<file path="src/rtl/mem_access_ctrl_pkg.sv">
// Shared types and helpers for the MEM-stage data-memory access sequencer.
package riscv_mem_pkg;

  typedef enum logic [1:0] {
    IDLE   = 2'd0,
    REQ    = 2'd1,
    WAIT_R = 2'd2,
    DONE   = 2'd3
  } state_t;

  localparam logic [1:0] SZ_B = 2'b00;
  localparam logic [1:0] SZ_H = 2'b01;
  localparam logic [1:0] SZ_W = 2'b10;

  localparam int TIMEOUT_DEF = 15;

  // Reserved size 2'b11 falls into the word arm of every helper.
  function automatic logic is_misaligned(input logic [1:0] size, input logic [1:0] off);
    case (size)
      SZ_B:    return 1'b0;
      SZ_H:    return off[0];
      default: return off != 2'b00;
    endcase
  endfunction

  function automatic logic [3:0] byte_en(input logic [1:0] size, input logic [1:0] off);
    case (size)
      SZ_B:    return 4'b0001 << off;
      SZ_H:    return 4'b0011 << off;
      default: return 4'b1111;
    endcase
  endfunction

  function automatic logic [31:0] lane_wdata(input logic [1:0] size, input logic [31:0] wdata);
    case (size)
      SZ_B:    return {4{wdata[7:0]}};
      SZ_H:    return {2{wdata[15:0]}};
      default: return wdata;
    endcase
  endfunction

endpackage

</file>
<file path="src/rtl/mem_access_ctrl_load_formatter.sv">
// Lane extract and sign/zero extension of a 32-bit read word.
module load_formatter
  import riscv_mem_pkg::*;
(
  input  logic [31:0] rdata,
  input  logic [1:0]  off,
  input  logic [1:0]  size,
  input  logic        zext,
  output logic [31:0] data
);

  logic [31:0] shifted;
  logic [15:0] half;

  assign shifted = rdata >> {off, 3'b000};
  assign half    = off[1] ? rdata[31:16] : rdata[15:0];

  always_comb begin
    data = rdata;
    case (size)
      SZ_B:    data = zext ? {24'b0, shifted[7:0]} : {{24{shifted[7]}}, shifted[7:0]};
      SZ_H:    data = zext ? {16'b0, half} : {{16{half[15]}}, half};
      default: data = rdata;
    endcase
  end

endmodule

</file>
<file path="src/rtl/mem_access_ctrl.sv">
// MEM-stage data-memory sequencer: req/gnt/rvalid port, pipeline stall,
// load formatting, misalignment detection and timeout abort.
module mem_access_ctrl
  import riscv_mem_pkg::*;
#(
  parameter int TIMEOUT = TIMEOUT_DEF,
  parameter int TO_W    = 4
) (
  input  logic        clk,
  input  logic        reset,
  input  logic        mem_valid,
  input  logic        mem_read,
  input  logic        mem_write,
  input  logic [1:0]  mem_size,
  input  logic        mem_unsigned,
  input  logic [31:0] mem_addr,
  input  logic [31:0] mem_wdata,
  output logic        dmem_req,
  output logic        dmem_we,
  output logic [31:0] dmem_addr,
  output logic [31:0] dmem_wdata,
  output logic [3:0]  dmem_be,
  input  logic        dmem_gnt,
  input  logic        dmem_rvalid,
  input  logic [31:0] dmem_rdata,
  output logic        pipe_stall,
  output logic        load_valid,
  output logic [31:0] load_data,
  output logic        misaligned,
  output logic        access_fault
);

  state_t          state;
  logic [TO_W-1:0] to_cnt;
  logic            rd_q;
  logic            zext_q;
  logic [1:0]      off_q;
  logic [1:0]      size_q;

  logic            acc;
  logic            mis;
  logic            start;
  logic            timeout_hit;
  logic [31:0]     fmt_data;

  assign acc         = mem_valid & (mem_read | mem_write);
  assign mis         = is_misaligned(mem_size, mem_addr[1:0]);
  assign start       = (state == IDLE) & acc & ~mis;
  assign timeout_hit = (to_cnt == TO_W'(TIMEOUT - 1));

  // Stall is raised in the accepting IDLE cycle so MEM inputs stay put.
  assign misaligned = ~reset & (state == IDLE) & acc & mis;
  assign pipe_stall = ~reset & (start | (state == REQ) | (state == WAIT_R));

  load_formatter u_fmt (
    .rdata (dmem_rdata),
    .off   (off_q),
    .size  (size_q),
    .zext  (zext_q),
    .data  (fmt_data)
  );

  always_ff @(posedge clk) begin
    if (reset) begin
      state        <= IDLE;
      to_cnt       <= '0;
      rd_q         <= 1'b0;
      zext_q       <= 1'b0;
      off_q        <= 2'b00;
      size_q       <= SZ_B;
      dmem_req     <= 1'b0;
      dmem_we      <= 1'b0;
      dmem_addr    <= '0;
      dmem_wdata   <= '0;
      dmem_be      <= '0;
      load_valid   <= 1'b0;
      load_data    <= '0;
      access_fault <= 1'b0;
    end else begin
      load_valid   <= 1'b0;
      access_fault <= 1'b0;
      case (state)
        IDLE: begin
          if (start) begin
            state      <= REQ;
            to_cnt     <= '0;
            rd_q       <= mem_read;
            zext_q     <= mem_unsigned;
            off_q      <= mem_addr[1:0];
            size_q     <= mem_size;
            dmem_req   <= 1'b1;
            dmem_we    <= mem_write & ~mem_read;
            dmem_addr  <= {mem_addr[31:2], 2'b00};
            dmem_wdata <= lane_wdata(mem_size, mem_wdata);
            dmem_be    <= byte_en(mem_size, mem_addr[1:0]);
          end
        end
        REQ: begin
          to_cnt <= to_cnt + 1'b1;
          if (dmem_gnt) begin
            dmem_req <= 1'b0;
            if (!rd_q) begin
              state <= DONE;
            end else if (dmem_rvalid) begin
              state      <= DONE;
              load_valid <= 1'b1;
              load_data  <= fmt_data;
            end else begin
              state <= WAIT_R;
            end
          end else if (timeout_hit) begin
            state        <= DONE;
            dmem_req     <= 1'b0;
            load_valid   <= rd_q;
            load_data    <= '0;
            access_fault <= 1'b1;
          end
        end
        WAIT_R: begin
          to_cnt <= to_cnt + 1'b1;
          if (dmem_rvalid) begin
            state      <= DONE;
            load_valid <= 1'b1;
            load_data  <= fmt_data;
          end else if (timeout_hit) begin
            state        <= DONE;
            load_valid   <= 1'b1;
            load_data    <= '0;
            access_fault <= 1'b1;
          end
        end
        DONE: state <= IDLE;
      endcase
    end
  end

endmodule
</file>
<file path="config.mk">
export PLATFORM = sky130hd
export DESIGN_NAME = mem_access_ctrl
export DESIGN_NICKNAME = d
export VERILOG_FILES = /design/src/rtl/mem_access_ctrl_pkg.sv /design/src/rtl/mem_access_ctrl_load_formatter.sv /design/src/rtl/mem_access_ctrl.sv
export SDC_FILE = /design/constraint.sdc
export NUM_CORES = 1
export LEC_CHECK = 0
export BUFFER_PORTS_ARGS = -buffer_cell sky130_fd_sc_hd__buf_2
export CAP_MARGIN = 10
export CELL_PAD_IN_SITES_DETAIL_PLACEMENT = 1
export CELL_PAD_IN_SITES_GLOBAL_PLACEMENT = 2
export CORE_MARGIN = 2
export CORE_UTILIZATION = 29
export CTS_CLUSTER_DIAMETER = 150
export DETAILED_ROUTE_END_ITERATION = 10
export PLACE_DENSITY = 0.81
export SYNTH_ARGS = -nofsm -noshare
export SYNTH_HDL_FRONTEND = slang
export SYNTH_SLANG_ARGS = --single-unit
</file>
<file path="constraint.sdc">
create_clock -name clk -period 4 [get_ports clk]
set_input_delay 0.8 -clock clk [delete_from_list [all_inputs] [get_ports clk]]
set_output_delay 0.8 -clock clk [all_outputs]
set_load 0.005 [all_outputs]
</file>
==> After elaboration in Yosys (flattened, before gate mapping) <==
Cells that the tools add are included.
{ "op_classes": {"addsub": 1, "mul": 0, "div": 0, "order_cmp": 0, "n_eq_ne": 10, "n_shift": 3, "n_mux": 36, "bitwise": 14, "n_reduce_logical": 12} }
{ "ops": {"columns": ["operator", "n"], "rows": [
  ["two-way mux 32 bit", 7],
  ["one-hot mux 32 bit (2 select lines)", 3],
  [">> shifter 32 x 5 -> 8 bit", 1],
  ["two-way mux 16 bit", 1],
  ["one-hot mux 4 bit (2 select lines)", 2],
  ["two-way mux 1 bit", 13],
  ["!= test 3 bit, second input constant", 3],
  ["AND 1 bit", 8],
  ["two-way mux 2 bit", 4],
  ["one-hot mux 1 bit (2 select lines)", 4],
  ["one-hot mux 2 bit (4 select lines)", 1],
  ["nonzero test 2 bit", 4],
  ["equality test 2 x 1 -> 1 bit, second input constant", 3],
  ["logical NOT 2 bit", 3],
  ["AND reduction 3 bit", 2],
  ["adder 4 x 1 -> 4 bit, second input constant", 1],
  ["equality test 2 bit, second input constant", 2],
  ["equality test 4 bit, second input constant", 1],
  ["two-way mux 4 bit", 1],
  ["AND reduction 2 bit", 2],
  ["<< shifter 1 x 2 -> 4 bit, first input constant", 1],
  ["<< shifter 2 x 2 -> 4 bit, first input constant", 1],
  ["NOT 1 bit", 3],
  ["OR 1 bit", 3],
  ["2 further kinds", 2]
]} }
{ "totals": {"register_bits": 114, "latch_bits": 0, "ram_bits": 0, "rom_bits": 0, "inputBits": 106, "mem_count": 0} }

==> Logic depth before layout (Yosys ltp) <==
Gate-level depths: netlist of run 1.
{ "depth": {"ltp_word": 7, "depth_mapped": 9, "depth_no_buf": 6} }

==> Modules after synthesis <==
Synthesis of run 1 repeated with hierarchy kept, for this count alone.
{ "unflattened": {"cells_unflattened": 582, "area_unflattened_um2": 5124.9} }
{ "by_module_without_submodules": {"columns": ["module", "instances", "cells_each", "area_per_inst_um2", "seq_area_each_um2"], "rows": [
  ["mem_access_ctrl", 1, 489, 4415.5, 2282.2],
  ["load_formatter", 1, 93, 709.4, 0.0]
]} }

==> Worst setup path after synthesis of run 1 <==
No wires, ideal clock.
{ "synth_timing": {"path_kind": "input-to-output", "startpoint": "input port mem_read", "endpoint": "output port pipe_stall", "arrival_time_ps": 1713, "slack_ps": 1487, "cell_stages": 4, "n_path_buf": 1, "path_cell_list": "o211ai_1 -> or3_1 -> clkbuf_1 -> a21oi_1"} }
{ "synth_via": {"elab_chain_cells": 7} }
{ "synth_lines": {"columns": ["element", "line_no", "rtl"], "rows": [
  ["start: declaration", "mem_access_ctrl.sv:12", "input logic mem_read,"],
  ["OR 1 bit", "mem_access_ctrl.sv:46", "assign acc = mem_valid & (mem_read | mem_write);"],
  ["AND 1 bit", "mem_access_ctrl.sv:46", null],
  ["AND 1 bit (2 in series)", "mem_access_ctrl.sv:48", "assign start = (state == IDLE) & acc & ~mis;"],
  ["OR 1 bit (2 in series)", "mem_access_ctrl.sv:53", "assign pipe_stall = ~reset & (start | (state == REQ) | (state == WAIT_R));"],
  ["AND 1 bit", "mem_access_ctrl.sv:53", null],
  ["end: declaration", "mem_access_ctrl.sv:26", "output logic pipe_stall,"]
]} }
No other way between the ends.

==> Final worst setup path of run 1 <==
{ "layout_timing": {"startpoint": "register state[0]", "endpoint": "output port pipe_stall"} }
{ "layout_via": {"elab_chain_cells": 6} }
{ "layout_lines": {"columns": ["element", "line_no", "rtl"], "rows": [
  ["start: declaration", "mem_access_ctrl.sv:33", "state_t state;"],
  ["start signal: assignment", "mem_access_ctrl.sv:65", "state <= IDLE;"],
  ["start signal: assignment", "mem_access_ctrl.sv:85", "state <= REQ;"],
  ["start signal: assignment", "mem_access_ctrl.sv:103", "state <= DONE;"],
  ["logical NOT 2 bit", "mem_access_ctrl.sv:48", null],
  ["AND 1 bit (2 in series)", "mem_access_ctrl.sv:48", null],
  ["OR 1 bit", "mem_access_ctrl.sv:53", null],
  ["OR 1 bit *", "mem_access_ctrl.sv:53", null],
  ["AND 1 bit *", "mem_access_ctrl.sv:53", null]
]} }
Mark *: on every way between the ends. The rest lies on a longest branch, timed or not.

==> results of run 1 <==
-- logic make-up (layout without fill, tap and decap cells) --
group	after synthesis	count (layout)
buffers and inverters	57	256
flip-flops	114	114
other	1	2
adder cells (fa/ha/maj)	7	7
AO/OA/AOI/OAI	186	186
AND/OR/NAND/NOR	188	188
multiplexers	27	27
-- per-stage QoR --
stage / util [%] / hold WS [ns] / std cells / cell area [µm²]
2_1_floorplan: - / 0.4459 / 581 / 5054
3_3_place_gp: 36.25 / 0.4387 / 974 / 6226
3_5_place_dp: 36.25 / 0.4455 / 974 / 6226
4_1_cts: 39.68 / 0.4531 / 1005 / 6815
5_1_grt: 39.68 / 0.4651 / 1005 / 6815
6_report: 39.68 / 0.4527 / 1005 / 6815
-- cell type report --
class | instances | share of cell area (%)
Clock buffer | 22 | 7.105
Timing Repair Buffer | 217 | 16.23
Tap cell | 225 | 4.131
Clock inverter | 9 | 1.542
Sequential cell | 114 | 33.49
Multi-Input combinational cell | 410 | 37.07
Inverter | 8 | 0.4406
-- flip-flops by register name, summed over array words and instances, names as in the netlist --
name          count
access_fault      1
dmem_addr        30
dmem_be           4
dmem_req          1
dmem_wdata       32
dmem_we           1
load_data        32
load_valid        1
off_q             2
rd_q              1
size_q            2
state             2
to_cnt            4
zext_q            1
-- how the worst max path moves through the flow --
stage | start | endpoint | slack (ns) | cells past startpoint
global route | state[0] | pipe_stall | 0.80 | 6
global placement | mem_read | pipe_stall | 1.18 | 5
floorplan | mem_read | pipe_stall | 1.49 | 4
detailed placement | mem_read | pipe_stall | 1.19 | 5
finish | state[0] | pipe_stall | 0.96 | 6
CTS | state[0] | pipe_stall | 0.89 | 6
-- worst register-to-register path: cells and delay by family, from the launching register on --
| family | cells | cell delay, ns |
|---|---|---|
| DFF | 1 | 0.31 |
| buffers and inverters | 2 | 0.86 |
| and+or+nand+nor | 1 | 0.24 |
| AOI/OAI and AO/OA | 3 | 0.73 |
| adders and majority gates | 1 | 0.28 |
-- power groups by stage --
stage | Clock (µW) | Combinational (µW) | Sequential (µW)
finish | 1500 | 724 | 1320
global route | 1590 | 810 | 1340
CTS | 1540 | 735 | 1320
detailed placement | 0 | 732 | 1350
global placement | 0 | 704 | 1340
floorplan | 0 | 426 | 1340
-- synthesized netlist by cell type (all sizes together) (2+ instances only) --
cell type,number
nand2,121
dfxtp,114
a21oi,58
nor2,27
mux2i,26
clkbuf,25
buf,24
a22o,23
a221o,16
o21ai,16
a211oi,11
o211ai,10
a311oi,9
nor2b,9
a221oi,8
o221a,8
o22ai,8
ha,7
inv,7
nor3,7
a31oi,5
nand3,5
nand2b,3
nand3b,3
a21boi,2
and2,2
and3,2
o31ai,2
or3,2
-- per-layer routing --
metal | part of all wire (%) | wire, µm
met5 | 0.067 | 12
met4 | 1.8 | 331
met3 | 7.4 | 1337
met2 | 47 | 8471
met1 | 44 | 7864
==> results.sh, run 1 <==
export IMPL_row_count=48
export IMPL_critPathLaunchType="flip-flop"
export IMPL_comb_power_share_pct=20.4
export IMPL_fp_dieArea_mm2=0.01849
export IMPL_grt_use_total_pct=19.46
export IMPL_setup_tns_ns=0
export IMPL_status="complete, no violations"
export IMPL_max_stage_delay_ns=0.56
export IMPL_core_area_mm2=0.01718
export IMPL_ff_latch_area_mm2=0.002282
export IMPL_swShare_pct=28.74
export IMPL_finalHoldViolations=0
export IMPL_p_total_uw=3550
export IMPL_end_kind="primary output"
export IMPL_clkPwrFrac_pct=42.3
export IMPL_final_common_cell="buf_2"
export IMPL_leakagePower_uw=0.002995
export IMPL_postCtsHoldBufs=0
export IMPL_yosys_warnings=0
export IMPL_detailed_place_hpwl_mm=13.09
export IMPL_powerDensity_mw_per_mm2=520.9
export IMPL_area_delta_synth_final_pct=34.96
export IMPL_numPortBuffers=209
export IMPL_crit_chain="inv_1 -> ha_1 -> o211ai_1 -> or3_2 -> a21oi_1 -> buf_2"
export IMPL_avgSynthCellArea_um2=8.707
export IMPL_n_antenna_cell=0
export IMPL_use_met3_pct=7.010
export IMPL_cts_clk_slew_worst_paths_ns=0.05
export IMPL_fin_skew_ns=0.005078
export IMPL_antenna_found_initial=1
export IMPL_routed_wl_mm=18.02
export IMPL_post_place_ws_ns=1.191
export IMPL_nets=881
export IMPL_initial_core_util_pct=29.40
export IMPL_setup_slack_ns=0.9559
export IMPL_use_met1_pct=23.32
export IMPL_route_detailed_drc=0
export IMPL_rr_worst_depth=7
export IMPL_worst_pin_slew_ns=0.9947
export IMPL_rr_endpoint="dmem_wdata[31]"
export IMPL_async_reset_ff_share_pct=0
export IMPL_cts_buffer_depth=2
export IMPL_top_usage_layer="met2"
export IMPL_worst_ep_required_time_ns=3.20
export IMPL_multi_input_area_mm2=0.002526
export IMPL_p_int_uw=2530
export IMPL_holdPathStages=2
export IMPL_sequentialPowerShare_pct=37.3
export IMPL_grt_ovfl_total=0
export IMPL_criticalPathCategory="flip-flop to primary output"
export IMPL_timing_rr_start="state[0]"
export IMPL_cpLargestDelayFamily="simple AND/OR/NAND/NOR gates"
export IMPL_synth_area_mm2=0.005050
export IMPL_die_x_um=136.0
export IMPL_fin_crit_ns=3.044
export IMPL_num_io_pins=212
export IMPL_yosysSeqAreaShare_pct=45.19
export IMPL_hold_class="flip-flop to flip-flop"
export IMPL_cts_setup_buffers=0
export IMPL_synth_top_family_by_area="compound AO/OA/AOI/OAI gates"
export IMPL_root_buffer="clkbuf_16"
export IMPL_drtIter0Drc=218
export IMPL_synth_top_area_share_pct=45.19
export IMPL_clkSinkCount=114
export IMPL_cp_slowest_cell="or3_2"
export IMPL_gp_congestion=0.7780
export IMPL_fillerInstances=2092
export IMPL_synth_ff_type="dfxtp_1"
export IMPL_timing_critical_path_buf_inv=2
export IMPL_mostFrequentLayoutCells="buf_2, nand2_1, dfxtp_1, a21oi_1, nor2_1"
export IMPL_fmax_mhz=328.5
export IMPL_synthMuxAreaShare_pct=5.451
export IMPL_hold_end="dmem_wdata[2]"
export IMPL_cts_buffers=17
export IMPL_grt_pass1_vias=5308
export IMPL_cp_arrival_ns=2.24
export IMPL_cts_tree="built"
export IMPL_min_from="dmem_wdata[2]"
export IMPL_synthAdderAreaFrac_pct=1.734
export IMPL_drive_gt1_share_pct=33.85
export IMPL_grt_max_degree=91
export IMPL_grt_pass1_wl_mm=28.21
export IMPL_slew_headroom_pct=33.55
export IMPL_rrSetupSlack_ns=1.50
export IMPL_first_pass_iters=4
export IMPL_synth_cells=580
export IMPL_power_switching_uw=1020
export IMPL_path_max_fanout=5
export IMPL_drv_cap=0
export IMPL_synth_compound_area_share_pct=26.39
export IMPL_synth_simple_area_share_pct=16.15
export IMPL_synthTopCellsByArea="dfxtp_1, nand2_1, a21oi_1"
export IMPL_met2_usage_pct=32.46
export IMPL_yosysTopAreaCell="dfxtp_1"
export IMPL_vias_per_cell=5.126
export IMPL_insertion_delay_ns=0.40
export IMPL_vias=5152
export IMPL_synth_edff_count=0
export IMPL_slew_violations=0
export IMPL_rsz0062_at_grt="no"
export IMPL_setup_viol=0
export IMPL_htreeDepth=4
export IMPL_vdd_drop_max_v=0.0003074
export IMPL_ys_ff_latch=114
export IMPL_synthXorXnorAreaFrac_pct=0
export IMPL_postCtsResizedCells=0
export IMPL_ant_nets=0
export IMPL_ys_types=55
export IMPL_timing_final_crit_share_pct=76.10
export IMPL_die_y_um=136.0
export IMPL_wire_per_inst_um=17.93
No activity file was read; power rests on OpenSTA's default activity.
==> run 2: changes to the inputs <==
Settings changed: ABC_AREA set to 1, CORE_UTILIZATION 29 to 23, PLACE_DENSITY 0.81 to 0.73.
Clock period 4 ns to 2.45 ns, I/O delays scaled along.
==> run 2 against run 1 <==
Utilization shrank 7.9 points. Register-to-register slack lost 1.1 ns. Clock skew grew 0.0057 ns. Routed wire length grew 15%. Sequential power grew 80%. Hold slack lost 0.13 ns. Final cell count grew 25%. First-iteration DRC count shrank 7.3%. Global-route usage shrank 2.5 points. Sequential share of layout area shrank 1.9 points. Largest cell class unchanged.
==> results.sh, run 2 <==
export IMPL_rr_worst_depth=9
export IMPL_cts_setup_buffers=0
export IMPL_drv_cap=0
export IMPL_holdWs_ns=0.3197
export IMPL_criticalPathCategory="flip-flop to primary output"
export IMPL_synth_cells=765
export IMPL_die_x_um=156.3
export IMPL_clkSinkCount=114
export IMPL_detailed_place_hpwl_mm=15.05
export IMPL_grt_ovfl_total=0
export IMPL_postCtsHoldBufs=0
export IMPL_rrSetupSlack_ns=0.40
export IMPL_hold_end="dmem_addr[31]"
export IMPL_area_delta_synth_final_pct=35.16
export IMPL_first_pass_iters=4
export IMPL_vdd_drop_max_v=0.0003641
export IMPL_gp_congestion=0.7563
export IMPL_ys_types=34
export IMPL_num_io_pins=212
export IMPL_synth_top_family_by_area="simple AND/OR/NAND/NOR gates"
export IMPL_fin_crit_ns=2.287
export IMPL_antenna_found_initial=4
export IMPL_powerDensity_mw_per_mm2=945.3
export IMPL_grt_max_degree=74
export IMPL_yosysSeqAreaShare_pct=42.76
export IMPL_timing_rr_start="state[1]"
export IMPL_synth_simple_area_share_pct=28.32
export IMPL_worst_ep_required_time_ns=1.96
export IMPL_vias=5808
export IMPL_row_count=55
export IMPL_timing_final_crit_share_pct=93.35
export IMPL_avgSynthCellArea_um2=6.977
export IMPL_initial_core_util_pct=23.50
export IMPL_synth_compound_area_share_pct=20.00
export IMPL_drtIter0Drc=202
export IMPL_synth_top_area_share_pct=42.76
export IMPL_cts_tree="built"
export IMPL_finalHoldViolations=0
export IMPL_cpLargestDelayFamily="simple AND/OR/NAND/NOR gates"
export IMPL_slew_headroom_pct=42.76
export IMPL_rsz0062_at_grt="no"
export IMPL_max_stage_delay_ns=0.35
export IMPL_fmax_mhz=437.2
export IMPL_hold_class="input port to flip-flop"
export IMPL_crit_chain="inv_1 -> ha_2 -> nand2_1 -> nor2_4 -> nand3_4 -> a21oi_1 -> buf_2"
export IMPL_wire_per_inst_um=16.58
export IMPL_synth_area_mm2=0.005338
export IMPL_yosysTopAreaCell="dfxtp_1"
export IMPL_htreeDepth=4
export IMPL_core_area_mm2=0.02271
export IMPL_grt_use_total_pct=16.94
export IMPL_fin_skew_ns=0.01077
export IMPL_yosys_warnings=0
export IMPL_ys_ff_latch=114
export IMPL_routed_wl_mm=20.79
export IMPL_yosysMostFrequentCell="nand2_1"
export IMPL_cp_slowest_cell="dfxtp_1"
export IMPL_timing_critical_path_buf_inv=2
export IMPL_insertion_delay_ns=0.42
export IMPL_cts_buffers=17
export IMPL_synthTopCellsByArea="dfxtp_1, nand2_1, a21oi_1"
export IMPL_synth_edff_count=0
export IMPL_cts_buffer_depth=2
export IMPL_rr_endpoint="dmem_wdata[16]"
export IMPL_worst_pin_slew_ns=0.8586
export IMPL_end_kind="primary output"
export IMPL_postCtsResizedCells=2
export IMPL_numPortBuffers=209
export IMPL_async_reset_ff_share_pct=0
export IMPL_route_detailed_drc=0
export IMPL_path_max_fanout=7
export IMPL_grt_pass1_vias=5949
export IMPL_fp_dieArea_mm2=0.02444
export IMPL_root_buffer="clkbuf_16"
export IMPL_leakagePower_uw=0.003310
export IMPL_cp_arrival_ns=1.80
export IMPL_cts_clk_slew_worst_paths_ns=0.06
export IMPL_reg_top3="dmem_wdata (32), load_data (32), dmem_addr (30)"
export IMPL_drive_gt1_share_pct=28.65
export IMPL_mostFrequentLayoutCells="nand2_1, buf_2, a21oi_1, dfxtp_1, nand3_1"
export IMPL_vias_per_cell=4.632
export IMPL_synthMuxAreaShare_pct=0
export IMPL_synthAdderAreaFrac_pct=1.641
export IMPL_min_from="mem_addr[31]"
export IMPL_die_y_um=156.3
export IMPL_setup_viol=0
export IMPL_setup_tns_ns=0
export IMPL_critPathLaunchType="flip-flop"
export IMPL_synth_ff_type="dfxtp_1"
export IMPL_slew_violations=0
export IMPL_synthTopCellsByCount="nand2_1, a21oi_1, dfxtp_1"
export IMPL_grt_pass1_wl_mm=32.32
export IMPL_holdPathStages=3
export IMPL_final_common_cell="nand2_1"
export IMPL_status="complete, no violations"
export IMPL_ant_nets=0
export IMPL_nets=1067
export IMPL_synthXorXnorAreaFrac_pct=0.1641
## run 2: cell families (layout without fill, tap and decap cells)
family	Yosys count	in the layout
and+or+nand+nor	355	355
other	1	4
AOI/OAI and AO/OA	205	205
DFF	114	114
adders and majority gates	7	7
xor gates and xnor gates	1	1
buffers and inverters	82	283
## run 2: cell type report
class                           instances  area [µm²]
Fill cell                            2932       15490
Multi-Input combinational cell        570        2693
Sequential cell                       114        2282
Timing Repair Buffer                  222        1169
Clock buffer                           17       425.4
Tap cell                              285       356.6
Clock inverter                         15       173.9
Inverter                               29       110.1
Antenna cell                            2       5.005
## run 2: worst register-to-register path: cells and delay by family, from the launching register on
kind	cells	cell delay [ns]
buffers and inverters	3	0.68
AND/OR/NAND/NOR	3	0.38
flip-flops	1	0.35
AO/OA/AOI/OAI	2	0.34
adder cells (fa/ha/maj)	1	0.22
## run 2: report_power, final
group	total (µW)	internal [µW]	switching, µW
logic	1900	737	1160
clock network	2550	1530	1020
registers	2370	2180	188
## run 2: metal layers
metal / track usage, % / vias to the layer above / share of wire (%)
met4: 3.539 / 6 / 0.68
met3: 6.923 / 16 / 8.2
met1: 20.70 / 2695 / 45
li1: - / 2922 / -
met5: 0 / - / 0.20
met2: 28.03 / 169 / 46
## run 2: how the worst max path moves through the flow
stage / start / end / cells after the start / slack [ns]
3_5_place_dp: state[0] / dmem_be[2] / 9 / 0.28
5_1_grt: state[1] / pipe_stall / 7 / 0.01
6_report: state[1] / pipe_stall / 7 / 0.16
3_3_place_gp: state[0] / dmem_wdata[16] / 9 / 0.41
4_1_cts: state[0] / pipe_stall / 7 / 0.01
2_1_floorplan: state[0] / pipe_stall / 8 / 0.45
## run 2: metrics by stage
step	cell area (µm²)	cells	power [µW]	setup WS (ns)	utilization [%]
global placement	6600	1220	4318	0.4104	29.06
CTS	7204	1252	6938	0.01120	31.72
finish	7214	1254	6819	0.1629	31.77
floorplan	5341	766	3547	0.4477	-
global route	7212	1253	7288	0.01161	31.76
detailed placement	6600	1220	4339	0.2753	29.06
